--- config.mk ---
export PLATFORM = sky130hd
export DESIGN_NAME = cnn_sdiv_20s_6s_seq
export DESIGN_NICKNAME = d
export VERILOG_FILES = /design/src/rtl/cnn_sdiv_pkg.sv /design/src/rtl/cnn_udiv_step.sv /design/src/rtl/cnn_sdiv_20s_6s_seq.sv
export SDC_FILE = /design/constraint.sdc
export NUM_CORES = 1
export LEC_CHECK = 0
export CORE_MARGIN = 2
export CORE_UTILIZATION = 45
export CTS_BUF_LIST = sky130_fd_sc_hd__clkbuf_8
export DETAILED_ROUTE_END_ITERATION = 7
export MAX_ROUTING_LAYER = met4
export PLACE_DENSITY = 0.7
export SETUP_SLACK_MARGIN = 0.2
export SYNTH_ARGS = -nofsm -noshare
export SYNTH_HDL_FRONTEND = slang
export SYNTH_SLANG_ARGS = --single-unit
export TNS_END_PERCENT = 5
--- constraint.sdc ---
create_clock -name ap_clk -period 2.55 [get_ports ap_clk]
set_input_delay 0.6375 -clock ap_clk [delete_from_list [all_inputs] [get_ports ap_clk]]
set_output_delay 0.6375 -clock ap_clk [all_outputs]
set_load 0.01 [all_outputs]
--- src/rtl/cnn_sdiv_pkg.sv ---
// Shared widths, saturation limits and FSM state encoding for the
// 20s / 6s sequential signed divider.
package cnn_sdiv_pkg;

    localparam int DIN0_W = 20;
    localparam int DIN1_W = 6;
    localparam int QUOT_W = 14;
    localparam int REM_W  = 6;
    localparam int CNT_W  = 5;

    localparam logic [CNT_W-1:0] ITER_LAST = 5'(DIN0_W - 1);

    localparam logic signed [QUOT_W-1:0] QMAX = 14'sh1fff;
    localparam logic signed [QUOT_W-1:0] QMIN = 14'sh2000;

    typedef enum logic [1:0] {
        IDLE = 2'd0,
        CALC = 2'd1,
        FIX  = 2'd2,
        DONE = 2'd3
    } state_t;

endpackage

--- src/rtl/cnn_udiv_step.sv ---
// One restoring division step on magnitudes: shift the next dividend bit
// into the partial remainder and subtract the divisor when it fits.
module cnn_udiv_step
    import cnn_sdiv_pkg::*;
(
    input  logic [DIN1_W-1:0] prem,
    input  logic              dbit,
    input  logic [DIN1_W-1:0] dmag,
    output logic [DIN1_W-1:0] nrem,
    output logic              qbit
);

    logic [DIN1_W:0] shifted;
    logic [DIN1_W:0] diff;

    // Trial subtraction; the partial remainder is always below the divisor,
    // so the restored or reduced value fits back into DIN1_W bits.
    always_comb begin
        shifted = {prem, dbit};
        diff    = shifted - {1'b0, dmag};
        qbit    = (shifted >= {1'b0, dmag});
        nrem    = qbit ? diff[DIN1_W-1:0] : shifted[DIN1_W-1:0];
    end

endmodule

--- src/rtl/cnn_sdiv_20s_6s_seq.sv ---
// Sequential signed divider: 20-bit dividend / 6-bit divisor giving a
// saturating 14-bit quotient and a 6-bit remainder, one quotient bit per
// cycle, with start/ready/done handshake and a global clock enable.
// Optional build macro: CNN_SDIV_ROUND_EN (round-to-nearest, ties away
// from zero; default build truncates toward zero).
module cnn_sdiv_20s_6s_seq
    import cnn_sdiv_pkg::*;
(
    input  logic                     ap_clk,
    input  logic                     ap_rst,
    input  logic                     ce,
    input  logic                     start,
    input  logic signed [DIN0_W-1:0] din0,
    input  logic signed [DIN1_W-1:0] din1,
    output logic                     ready,
    output logic                     done,
    output logic signed [QUOT_W-1:0] quot,
    output logic signed [REM_W-1:0]  rem,
    output logic                     ovf,
    output logic                     dbz
);

    state_t state, state_nxt;
    logic [CNT_W-1:0]  cnt;
    logic              accept;

    logic [DIN0_W-1:0] dvd;
    logic [DIN1_W-1:0] prem, dmag, nrem;
    logic              qbit, qneg, rneg, zdiv;

    logic                     rnd;
    logic [DIN0_W:0]          qmag;
    logic signed [DIN0_W+1:0] qs;
    logic [QUOT_W:0]          satv;
    logic signed [REM_W-1:0]  rem_m, rem_s, fr;
    logic signed [QUOT_W-1:0] fq;
    logic                     fo;

    // Two's-complement magnitude; the most negative value maps onto its
    // correct unsigned pattern, so no extra bit is needed.
    function automatic logic [DIN0_W-1:0] mag0(input logic signed [DIN0_W-1:0] v);
        return v[DIN0_W-1] ? $unsigned(-v) : $unsigned(v);
    endfunction

    function automatic logic [DIN1_W-1:0] mag1(input logic signed [DIN1_W-1:0] v);
        return v[DIN1_W-1] ? $unsigned(-v) : $unsigned(v);
    endfunction

    // Clamp the signed quotient into QUOT_W bits; MSB of the result flags saturation.
    function automatic logic [QUOT_W:0] sat_q(input logic signed [DIN0_W+1:0] v);
        logic signed [DIN0_W+1:0] hi, lo;
        hi = 22'(QMAX);
        lo = 22'(QMIN);
        if (v > hi)      return {1'b1, QMAX};
        else if (v < lo) return {1'b1, QMIN};
        else             return {1'b0, v[QUOT_W-1:0]};
    endfunction

    assign accept = start & ready & ce;

    cnn_udiv_step u_step (
        .prem (prem),
        .dbit (dvd[DIN0_W-1]),
        .dmag (dmag),
        .nrem (nrem),
        .qbit (qbit)
    );

    // Next-state and handshake decode; a zero divisor skips the iteration phase.
    always_comb begin
        state_nxt = state;
        ready     = (state == IDLE) || (state == DONE);
        done      = (state == DONE);
        case (state)
            IDLE, DONE: begin
                if (accept)             state_nxt = (din1 == '0) ? FIX : CALC;
                else if (state == DONE) state_nxt = IDLE;
            end
            CALC:    if (cnt == '0) state_nxt = FIX;
            FIX:     state_nxt = DONE;
            default: state_nxt = IDLE;
        endcase
    end

    // State register and iteration counter, frozen while ce is low.
    always_ff @(posedge ap_clk) begin
        if (ap_rst) begin
            state <= IDLE;
            cnt   <= '0;
        end else if (ce) begin
            state <= state_nxt;
            if (accept)             cnt <= ITER_LAST;
            else if (state == CALC) cnt <= cnt - 1'b1;
        end
    end

    // Operand capture on accept, then shift one quotient bit in per CALC cycle.
    always_ff @(posedge ap_clk) begin
        if (ce) begin
            if (accept) begin
                dvd  <= mag0(din0);
                prem <= '0;
                dmag <= mag1(din1);
                qneg <= din0[DIN0_W-1] ^ din1[DIN1_W-1];
                rneg <= din0[DIN0_W-1];
                zdiv <= (din1 == '0);
            end else if (state == CALC) begin
                dvd  <= {dvd[DIN0_W-2:0], qbit};
                prem <= nrem;
            end
        end
    end

    // Sign restoration, optional rounding and saturation of the final result.
    always_comb begin
`ifdef CNN_SDIV_ROUND_EN
        rnd   = ({prem, 1'b0} >= {1'b0, dmag});
        rem_m = rnd ? $signed(prem - dmag) : $signed(prem);
`else
        rnd   = 1'b0;
        rem_m = $signed(prem);
`endif
        qmag  = {1'b0, dvd} + {{DIN0_W{1'b0}}, rnd};
        qs    = qneg ? -$signed({1'b0, qmag}) : $signed({1'b0, qmag});
        rem_s = rneg ? -rem_m : rem_m;
        satv  = sat_q(qs);
        if (zdiv) begin
            fq = rneg ? QMIN : QMAX;
            fo = 1'b1;
            fr = '0;
        end else begin
            fq = $signed(satv[QUOT_W-1:0]);
            fo = satv[QUOT_W];
            fr = rem_s;
        end
    end

    // Result registers update only at the end of FIX and hold until the next one.
    always_ff @(posedge ap_clk) begin
        if (ap_rst) begin
            quot <= '0;
            rem  <= '0;
            ovf  <= 1'b0;
            dbz  <= 1'b0;
        end else if (ce && state == FIX) begin
            quot <= fq;
            rem  <= fr;
            ovf  <= fo;
            dbz  <= zdiv;
        end
    end

endmodule

# Word-level counts from Yosys, hierarchy flattened
# Cells that the tools add are included.
[classes]
mux = 21
bitwise = 3
n_reduce_logical = 10
addsub = 6
n_lt_le_gt_ge = 3
n_eq_ne = 5
[ops]
columns = ["operator", "count"]
rows = [
  ["20-bit 2-to-1 mux", 3],
  ["15-bit 2-to-1 mux", 2],
  ["14-bit 2-to-1 mux", 2],
  ["6-bit 2-to-1 mux", 4],
  ["22-bit by 14-bit > comparator with 1-bit output (second input constant)", 1],
  ["22-bit by 14-bit less-than comparator with 1-bit output (second input constant)", 1],
  ["22-bit 2-to-1 mux", 1],
  ["20-bit negator with 22-bit output", 1],
  ["20-bit negator", 1],
  ["5-bit 2-to-1 mux", 3],
  ["6-bit negator", 2],
  ["2-bit 2-to-1 mux", 4],
  ["7-bit by 6-bit >= comparator with 1-bit output", 1],
  ["6-bit logical NOT", 1],
  ["2-bit case mux with 3 select lines", 1],
  ["6-bit subtractor", 1],
  ["5-bit logical NOT", 1],
  ["5-bit by 1-bit subtractor with 5-bit output (second input constant)", 1],
  ["2-bit equality test (second input constant)", 2],
  ["2-bit AND reduction", 2],
  ["3-bit inequality test (second input constant)", 1],
  ["3-bit AND reduction", 1],
  ["1-bit bitwise AND", 2],
  ["2-bit by 1-bit equality test with 1-bit output (second input constant)", 1],
  ["8 further kinds", 8],
]
[totals]
word_cells = 61
input_bits = 30
output_inout_bits = 24
reg_bits = 64

# Logic depth before layout (Yosys ltp)
# Gate-level depths: netlist (run 1).
[depth]
ltp_word = 6
mapped_depth = 10
mapped_depth_nobuf = 9

# Cells and area by module
# From an unflattened synthesis (run 1), not the netlist that was laid out.
[hier_totals]
cells_unflattened = 422
area_unflattened_um2 = 4046.4
[by_module_without_submodules]
columns = ["module", "seq_area_each_um2", "area_per_inst_um2", "cells_each", "instances"]
rows = [
  ["cnn_sdiv_20s_6s_seq", 1631.6, 3664.8, 377, 1],
  ["cnn_udiv_step", 0.0, 381.6, 45, 1],
]

# Worst setup path before layout (run 1)
# OpenSTA, ideal clock, no wires.
[synth_timing]
path_type = "register to register"
from = "reg dvd[0]"
to = "reg ovf"
stages_incl_launch_ff = 11
slack_ps = -171
setup_time_ps = 132
arrival_ps = 2590
path_buffers = 1
required_ps = 2418
synth_period_minus_slack_ps = 2721
cell_sequence = "edfxtp_1 inv_1 ha_1 or3b_2 or3_4 o31ai_2 a21oi_1 o41a_1 buf_2 nor3_1 nor3_1"
[synth_between]
elab_chain_cells = 6
elab_cells_between_ends = 7
cone_classes = "add/sub (1); order compare (2); mux (4)"
[synth_rtl]
columns = ["element", "line_no", "source"]
rows = [
  ["start: declaration", "cnn_sdiv_20s_6s_seq.sv:27", "logic [DIN0_W-1:0] dvd;"],
  ["start signal: assignment", "cnn_sdiv_20s_6s_seq.sv:101", "dvd <= mag0(din0);"],
  ["start signal: assignment", "cnn_sdiv_20s_6s_seq.sv:108", "dvd <= {dvd[DIN0_W-2:0], qbit};"],
  ["20-bit negator with 22-bit output", "cnn_sdiv_20s_6s_seq.sv:124", "qs = qneg ? -$signed({1'b0, qmag}) : $signed({1'b0, qmag});"],
  ["22-bit 2-to-1 mux (*)", "cnn_sdiv_20s_6s_seq.sv:124", ""],
  ["22-bit by 14-bit less-than comparator with 1-bit output", "cnn_sdiv_20s_6s_seq.sv:55", "else if (v < lo) return {1'b1, QMIN};"],
  ["15-bit 2-to-1 mux", "cnn_sdiv_20s_6s_seq.sv:55", ""],
  ["15-bit 2-to-1 mux (*)", "cnn_sdiv_20s_6s_seq.sv:54", "if (v > hi) return {1'b1, QMAX};"],
  ["1-bit 2-to-1 mux (*)", "cnn_sdiv_20s_6s_seq.sv:127", "if (zdiv) begin"],
  ["end signal: assignment", "cnn_sdiv_20s_6s_seq.sv:148", "ovf <= fo;"],
  ["end: declaration", "cnn_sdiv_20s_6s_seq.sv:19", "output logic ovf,"],
]
# Mark *: on every way between the ends. The rest lies on a longest branch, timed or not.
# A chain may end at the register's enable or synchronous reset.

# Worst setup path in the final report (run 1)
[layout_timing]
from = "reg dvd[0]"
to = "reg quot[2]"
[layout_between]
elab_chain_cells = 6
elab_cells_between_ends = 7
cone_classes = "add/sub (1); order compare (2); mux (4)"
[layout_rtl]
columns = ["element", "line_no", "source"]
rows = [
  ["20-bit negator with 22-bit output", "cnn_sdiv_20s_6s_seq.sv:124", ""],
  ["22-bit 2-to-1 mux (*)", "cnn_sdiv_20s_6s_seq.sv:124", ""],
  ["22-bit by 14-bit less-than comparator with 1-bit output", "cnn_sdiv_20s_6s_seq.sv:55", ""],
  ["15-bit 2-to-1 mux", "cnn_sdiv_20s_6s_seq.sv:55", ""],
  ["15-bit 2-to-1 mux (*)", "cnn_sdiv_20s_6s_seq.sv:54", ""],
  ["14-bit 2-to-1 mux (*)", "cnn_sdiv_20s_6s_seq.sv:127", ""],
  ["end signal: assignment", "cnn_sdiv_20s_6s_seq.sv:146", "quot <= fq;"],
  ["end: declaration", "cnn_sdiv_20s_6s_seq.sv:17", "output logic signed [QUOT_W-1:0] quot,"],
]
# Marked as above.

==> impl_metrics.py, run 1 <==
metrics = {
    "run_status": {
        "status": "finished with violations",
        "violations": "setup timing",
    },
    "route": {
        "via_count": 3574,
        "wirelength_um": 9390,
        "drc_errors": 0,
        "firstDrtPassIters": 4,
        "wl_per_cell_um": 13.9,
        "antenna_left": 0,
        "via_per_inst": 5.28,
        "drt_iter0_markers": 177,
    },
    "grt": {
        "track_usage_pct": 20.4,
        "grt_pass1_wl_um": 15500,
        "grt_max_degree": 41,
        "gr-total-overflow": 0,
        "grt_pass1_vias": 3312,
        "antenna_found_initial": 0,
    },
    "cts": {
        "cts.clk_slew.worst_paths_ps": 70,
        "htree_levels": 3,
        "cts_tree": "yes",
        "cts_sinks": 64,
        "clock_latency_ps": 350,
        "clockBufferDepth": 2,
        "cts_buffers": 9,
        "ctsHoldBuffers": 0,
        "cts_root_buffer": "clkbuf_8",
    },
    "sta": {
        "slew_viol_final": 0,
        "setup-violations-final": 14,
        "tightestPinTransition_ps": 665,
        "hold_viol_final": 0,
        "finalCritPeriodShare_pct": 105,
        "max_freq_mhz": 373,
        "rsz0062_at_grt": "yes",
        "final.setup.tns_ps": -1380,
        "holdWs_ps": 460,
        "finalWorstSetupSlack_ps": -128,
        "skew_ps": 10.1,
        "fin_crit_ps": 2680,
        "slew-limit-headroom_pct": 55.5,
    },
    "cells_and_area": {
        "fin_nets": 610,
        "drive_gt1_share_pct": 22.1,
        "syn2layout_area_growth_pct": 39.9,
        "finish.utilization_pct": 64.1,
        "finalInstanceArea_mm2": 0.00551,
        "diodes": 0,
    },
    "yosys": {
        "synth-seq-area-share_pct": 41.4,
        "ys.warnings.count": 0,
        "synth_edf_count": 35,
        "syn_area_mm2": 0.00394,
        "avgSynthCellArea_um2": 8.77,
        "syn-instance-count": 449,
        "synth_cell_types": 54,
        "synth-main-ff-cell": "edfxtp_1",
        "synthArstFlopShare_pct": 0,
        "ys_ff_latch": 64,
        "syn_nets": 495,
    },
    "setup_path": {
        "critPathKind": "flip-flop to flip-flop",
        "required_ps": 2840,
        "worstSetupStartpointType": "flip-flop",
        "crit_path_start": "dvd[0]$_DFFE_PP_",
        "r2r_start": "dvd[0]$_DFFE_PP_",
        "end_kind": "flip-flop",
        "crit_fanout": 7,
        "crit_arrival_ps": 2970,
    },
    "worst_hold_path": {
        "hold_path.startpoint": "dbz$_SDFFE_PP0P_",
        "min_path_type": "flip-flop to flip-flop",
    },
    "power_and_ir_drop": {
        "power_frac_seq_pct": 39.8,
        "switching_share_pct": 31.2,
        "power.net_switching_mw": 1.04,
        "power_density_mw_per_mm2": 607,
        "power_frac_comb_pct": 31.1,
        "intPower_mw": 2.30,
        "vdd.ir_drop.worst_v": 0.000250,
        "pwr-share-clk_pct": 29.0,
        "p_leak_nw": 2.19,
    },
    "place": {
        "dp_hpwl_um": 6730,
        "place_congestion": 0.875,
        "dpl_cell_area_mm2": 0.00507,
        "dp_slack_ps": -274,
        "io_buffer_count": 53,
    },
    "floorplanning": {
        "core_area_mm2": 0.00859,
        "start_util_pct": 45.8,
        "die_w_um": 97.6,
        "die_h_um": 97.6,
        "rows": 34,
        "ioPinCount": 54,
        "die-area_mm2": 0.00952,
    },
    "flow_run": {
        "cap_violations": 0,
    },
}
==> cells in the mapped netlist (11+ instances only) <==
library cell / instances / area share (%)
nor2_1: 60 / 5.7
nand2_1: 48 / 4.6
edfxtp_1: 35 / 27
o21ai_0: 35 / 4.4
xor2_1: 31 / 6.9
dfxtp_1: 29 / 15
inv_1: 23 / 2.2
clkbuf_1: 16 / 1.5
o21a_1: 16 / 3.0
ha_1: 15 / 4.8
a21oi_1: 14 / 1.8
xnor2_1: 14 / 3.1
o31ai_1: 11 / 2.1
==> cell type report <==
| type | count | area (µm²) |
|---|---|---|
| Fill cell | 749 | 3080 |
| Tap cell | 108 | 135 |
| Sequential cell | 64 | 1630 |
| Multi-Input combinational cell | 342 | 2350 |
| Inverter | 24 | 90.1 |
| Clock inverter | 7 | 96.3 |
| Timing Repair Buffer | 123 | 1080 |
| Clock buffer | 9 | 124 |
==> flip-flops by register name, indices dropped and copies added, names as in the netlist <==
signal / flops
dbz: 1
qneg: 1
rneg: 1
cnt: 5
rem: 6
dvd: 20
dmag: 6
zdiv: 1
ovf: 1
state: 2
quot: 14
prem: 6
==> critical path, stage by stage (launching register included) <==
cell	delay, ps
edfxtp_1	440
inv_1	90
ha_2	160
or3b_4	400
o41ai_4	360
xor2_1	150
or2_4	280
o41a_4	490
nor2_1	140
o21a_1	110
==> worst paths after layout <==
kind | slack, ps | end | depth (start not counted)
max | -130 | quot[2]$_SDFFE_PP0P_ | 9
min | 460 | dbz$_SDFFE_PP0P_ | 2
max reg2reg | -130 | quot[2]$_SDFFE_PP0P_ | 9
min reg2reg | 460 | dbz$_SDFFE_PP0P_ | 2
==> power groups by stage <==
| stage | Combinational (mW) | Sequential, mW | Clock [mW] |
|---|---|---|---|
| 3_5_place_dp | 0.960 | 1.35 | 0 |
| 4_1_cts | 1.00 | 1.33 | 0.986 |
| 3_3_place_gp | 0.938 | 1.35 | 0 |
| 2_1_floorplan | 0.565 | 1.36 | 0 |
| 5_1_grt | 1.15 | 1.35 | 1.03 |
| 6_report | 1.04 | 1.33 | 0.972 |
==> layout by cell type (no fill, tap or decap), types with 9 or more instances in the layout <==
cell,n
buf_4,67
nor2_1,58
clkdlybuf4s50_1,52
nand2_1,48
edfxtp_1,35
o21ai_0,33
xor2_1,31
dfxtp_1,29
inv_1,23
o21a_1,16
xnor2_1,14
ha_1,14
a21oi_1,13
nand3_1,9
nor3_1,9
o31ai_1,9
clkbuf_8,9
==> per-layer routing <==
layer  part of all wire [%]  global-route usage (%)
met4                    1.1                    5.13
met3                    4.2                    5.04
met1                     48                    26.5
met2                     47                    32.3
met5                      0                       -
==> per-stage QoR <==
step	cells	power (mW)
6_report	677	3.35
5_1_grt	677	3.54
3_5_place_dp	651	2.31
2_1_floorplan	449	1.93
3_3_place_gp	651	2.29
4_1_cts	673	3.32
==> timing repair <==
item	4_1_cts	5_1_grt
gates cloned	1	0
setup endpoints to repair	16	25
pin swaps	6	7
gates resized for setup	12	17
buffers inserted	5	4
==> kinds of logic (layout without fill, tap and decap cells) <==
kind of cell,Yosys count,count (layout),share of synthesized area (%)
simple gates,169,169,20.0
buf+inv,44,163,4.32
xor+xnor,45,45,10.0
compound gates,108,109,18.2
mux,3,3,0.794
flops,64,64,41.4
fa+ha+maj,16,16,5.27
Power figures use the tool's default switching activity.
==> run 2: changes to the inputs <==
--- a/config.mk
+++ b/config.mk
@@ -9,6 +9,7 @@
 export CORE_UTILIZATION = 45
 export CTS_BUF_LIST = sky130_fd_sc_hd__clkbuf_8
 export DETAILED_ROUTE_END_ITERATION = 7
+export GPL_TIMING_DRIVEN = 0
 export MAX_ROUTING_LAYER = met4
 export PLACE_DENSITY = 0.7
 export SETUP_SLACK_MARGIN = 0.2
==> run 2 against run 1 <==
The run still ends with setup timing left. Critical path depth did not move. Non-clock buffer count fell by 37. Flip-flop and latch count did not move. Clock-buffer cell count rose by 1. Sequential share of layout area rose by 2.1 points. Combinational power fell by 11%. Cell count fell by 5.6%. Worst setup slack got worse by 110 ps. Utilization fell by 4.3 points. Via count fell by 4.3%. Clock skew rose by 0.88 ps. Largest power group unchanged.
==> impl_metrics.py, run 2 (same netlist as run 1, synthesis figures left out) <==
metrics = {
    "run_status": {
        "status": "finished with violations",
        "violations": "setup timing",
    },
    "sta": {
        "fin_crit_ps": 2790,
        "holdWs_ps": 465,
        "final.setup.tns_ps": -2510,
        "finalWorstSetupSlack_ps": -236,
        "finalCritPeriodShare_pct": 109,
        "skew_ps": 10.9,
        "rsz0062_at_grt": "yes",
        "slew-limit-headroom_pct": 62.8,
        "setup-violations-final": 14,
        "tightestPinTransition_ps": 558,
        "max_freq_mhz": 359,
        "hold_viol_final": 0,
        "slew_viol_final": 0,
    },
    "setup_path": {
        "end_kind": "flip-flop",
        "crit_family": "simple AND/OR/NAND/NOR gates",
        "critical-path-max-stage-delay_ps": 580,
        "worstSetupStartpointType": "flip-flop",
        "critPathKind": "flip-flop to flip-flop",
        "required_ps": 2760,
        "crit_arrival_ps": 2990,
        "crit_slowest_cell": "or4_4",
        "critical_path.cell_chain": "or4_4, buf_6, or3_4, or3_4, a21o_1, o41a_1, buf_6, nor3_2, nor3_1",
        "crit_fanout": 10,
        "cp.buffers_inverters": 2,
    },
    "place": {
        "dp_slack_ps": -678,
        "dpl_cell_area_mm2": 0.00466,
        "io_buffer_count": 51,
        "place_congestion": 0.863,
        "dp_hpwl_um": 6530,
    },
    "cells_and_area": {
        "finalInstanceArea_mm2": 0.00514,
        "regMostFlops": "dvd",
        "seqCellArea_mm2": 0.00163,
        "drive_gt1_share_pct": 13.7,
        "layout_commonest_cell": "nor2_1",
        "largest_registers": "dvd x20, quot x14",
        "fin_nets": 572,
        "syn2layout_area_growth_pct": 30.5,
        "layout_common_cells": "nor2_1 (58), nand2_1 (46), clkdlybuf4s50_1 (46)",
        "fillers": 721,
        "finish.utilization_pct": 59.8,
        "largest_reg_flops": 20,
        "diodes": 0,
        "multi_input_area_mm2": 0.00235,
    },
    "worst_hold_path": {
        "min_path_type": "flip-flop to flip-flop",
    },
    "route": {
        "wl_per_cell_um": 14.1,
        "via_count": 3422,
        "drc_errors": 0,
        "firstDrtPassIters": 4,
        "drt_iter0_markers": 175,
        "via_per_inst": 5.36,
        "antenna_left": 0,
        "wirelength_um": 9010,
    },
    "power_and_ir_drop": {
        "p_leak_nw": 2.00,
        "power_density_mw_per_mm2": 608,
        "vdd.ir_drop.worst_v": 0.000236,
    },
    "cts": {
        "ctsHoldBuffers": 0,
        "clock_latency_ps": 350,
        "clockBufferDepth": 2,
        "cts.clk_slew.worst_paths_ps": 70,
        "cts_tree": "yes",
        "cts_root_buffer": "clkbuf_8",
        "cts_buffers": 9,
        "cts_sinks": 64,
        "htree_levels": 3,
    },
    "floorplanning": {
        "die_w_um": 97.6,
        "ioPinCount": 54,
        "core_area_mm2": 0.00859,
        "die-area_mm2": 0.00952,
        "start_util_pct": 45.8,
        "rows": 34,
        "die_h_um": 97.6,
    },
    "grt": {
        "gr-total-overflow": 0,
        "grt_pass1_wl_um": 15000,
        "antenna_found_initial": 0,
        "grt_max_degree": 27,
        "track_usage_pct": 19.4,
        "grt_pass1_vias": 3224,
    },
    "flow_run": {
        "cap_violations": 0,
    },
}
## run 2: changes by cell type in the layout (fill, tap and decap cells not counted), moves of 4 or more
cell / before / now
buf_4: 67 / 14
clkdlybuf4s50_1: 52 / 46
clkbuf_1: 0 / 13
dlymetal6s2s_1: 0 / 4
## run 2: report_power, final
| group | internal [mW] | switching [mW] | total, mW | leakage (nW) |
|---|---|---|---|---|
| Clock | 0.466 | 0.384 | 0.850 | 0.108 |
| Sequential | 1.25 | 0.106 | 1.35 | 0.566 |
| Combinational | 0.425 | 0.500 | 0.924 | 1.33 |
| Total | 2.14 | 0.990 | 3.13 | 2.00 |
## run 2: area by class of cell
cell class              instances  area share, %
multi-input cells             341           45.8
repair buffers                 66           12.4
flip-flops and latches         64           31.7
well taps                     108           2.63
clock buffers                  10           2.68
clock inverters                 6           1.02
inverters                      24           1.75
plain buffers                  20           2.02
## run 2: timing repair
item / in CTS / in global routing
resized for setup: 21 / 19
gates cloned: 0 / 0
setup buffers: 14 / 1
endpoints found under the setup margin: 54 / 54
pin swaps: 15 / 5
## run 2: worst register-to-register path, stage by stage, from the launching register on
cell and delay, ps:
edfxtp_1 460, or4_4 580, buf_6 150, or3_4 360, or3_4 410, a21o_1 210, o41a_1 140, buf_6 160
nor3_2 120, nor3_1 70
## run 2: layer usage
| layer | track usage (%) | wire, µm |
|---|---|---|
| met3 | 2.59 | 332 |
| met1 | 26.5 | 4460 |
| met2 | 29.4 | 4060 |
| met4 | 7.91 | 163 |
| met5 | - | 0 |
## run 2: path summary, 6_finish.rpt
kind                    startpoint          endpoint  slack, ps  depth (start not counted)
setup / recovery  dvd[0]$_DFFE_PP_  ovf$_SDFFE_PP0P_       -240                          9
hold / removal    dbz$_SDFFE_PP0P_  dbz$_SDFFE_PP0P_        470                          2
setup reg to reg  dvd[0]$_DFFE_PP_  ovf$_SDFFE_PP0P_       -240                          9
hold reg to reg   dbz$_SDFFE_PP0P_  dbz$_SDFFE_PP0P_        470                          2
## run 2: stage by stage
stage	total power, mW	instances
floorplan	1.93	449
global placement	2.17	608
detailed placement	2.20	608
CTS	3.11	638
global route	3.29	639
finish	3.13	639
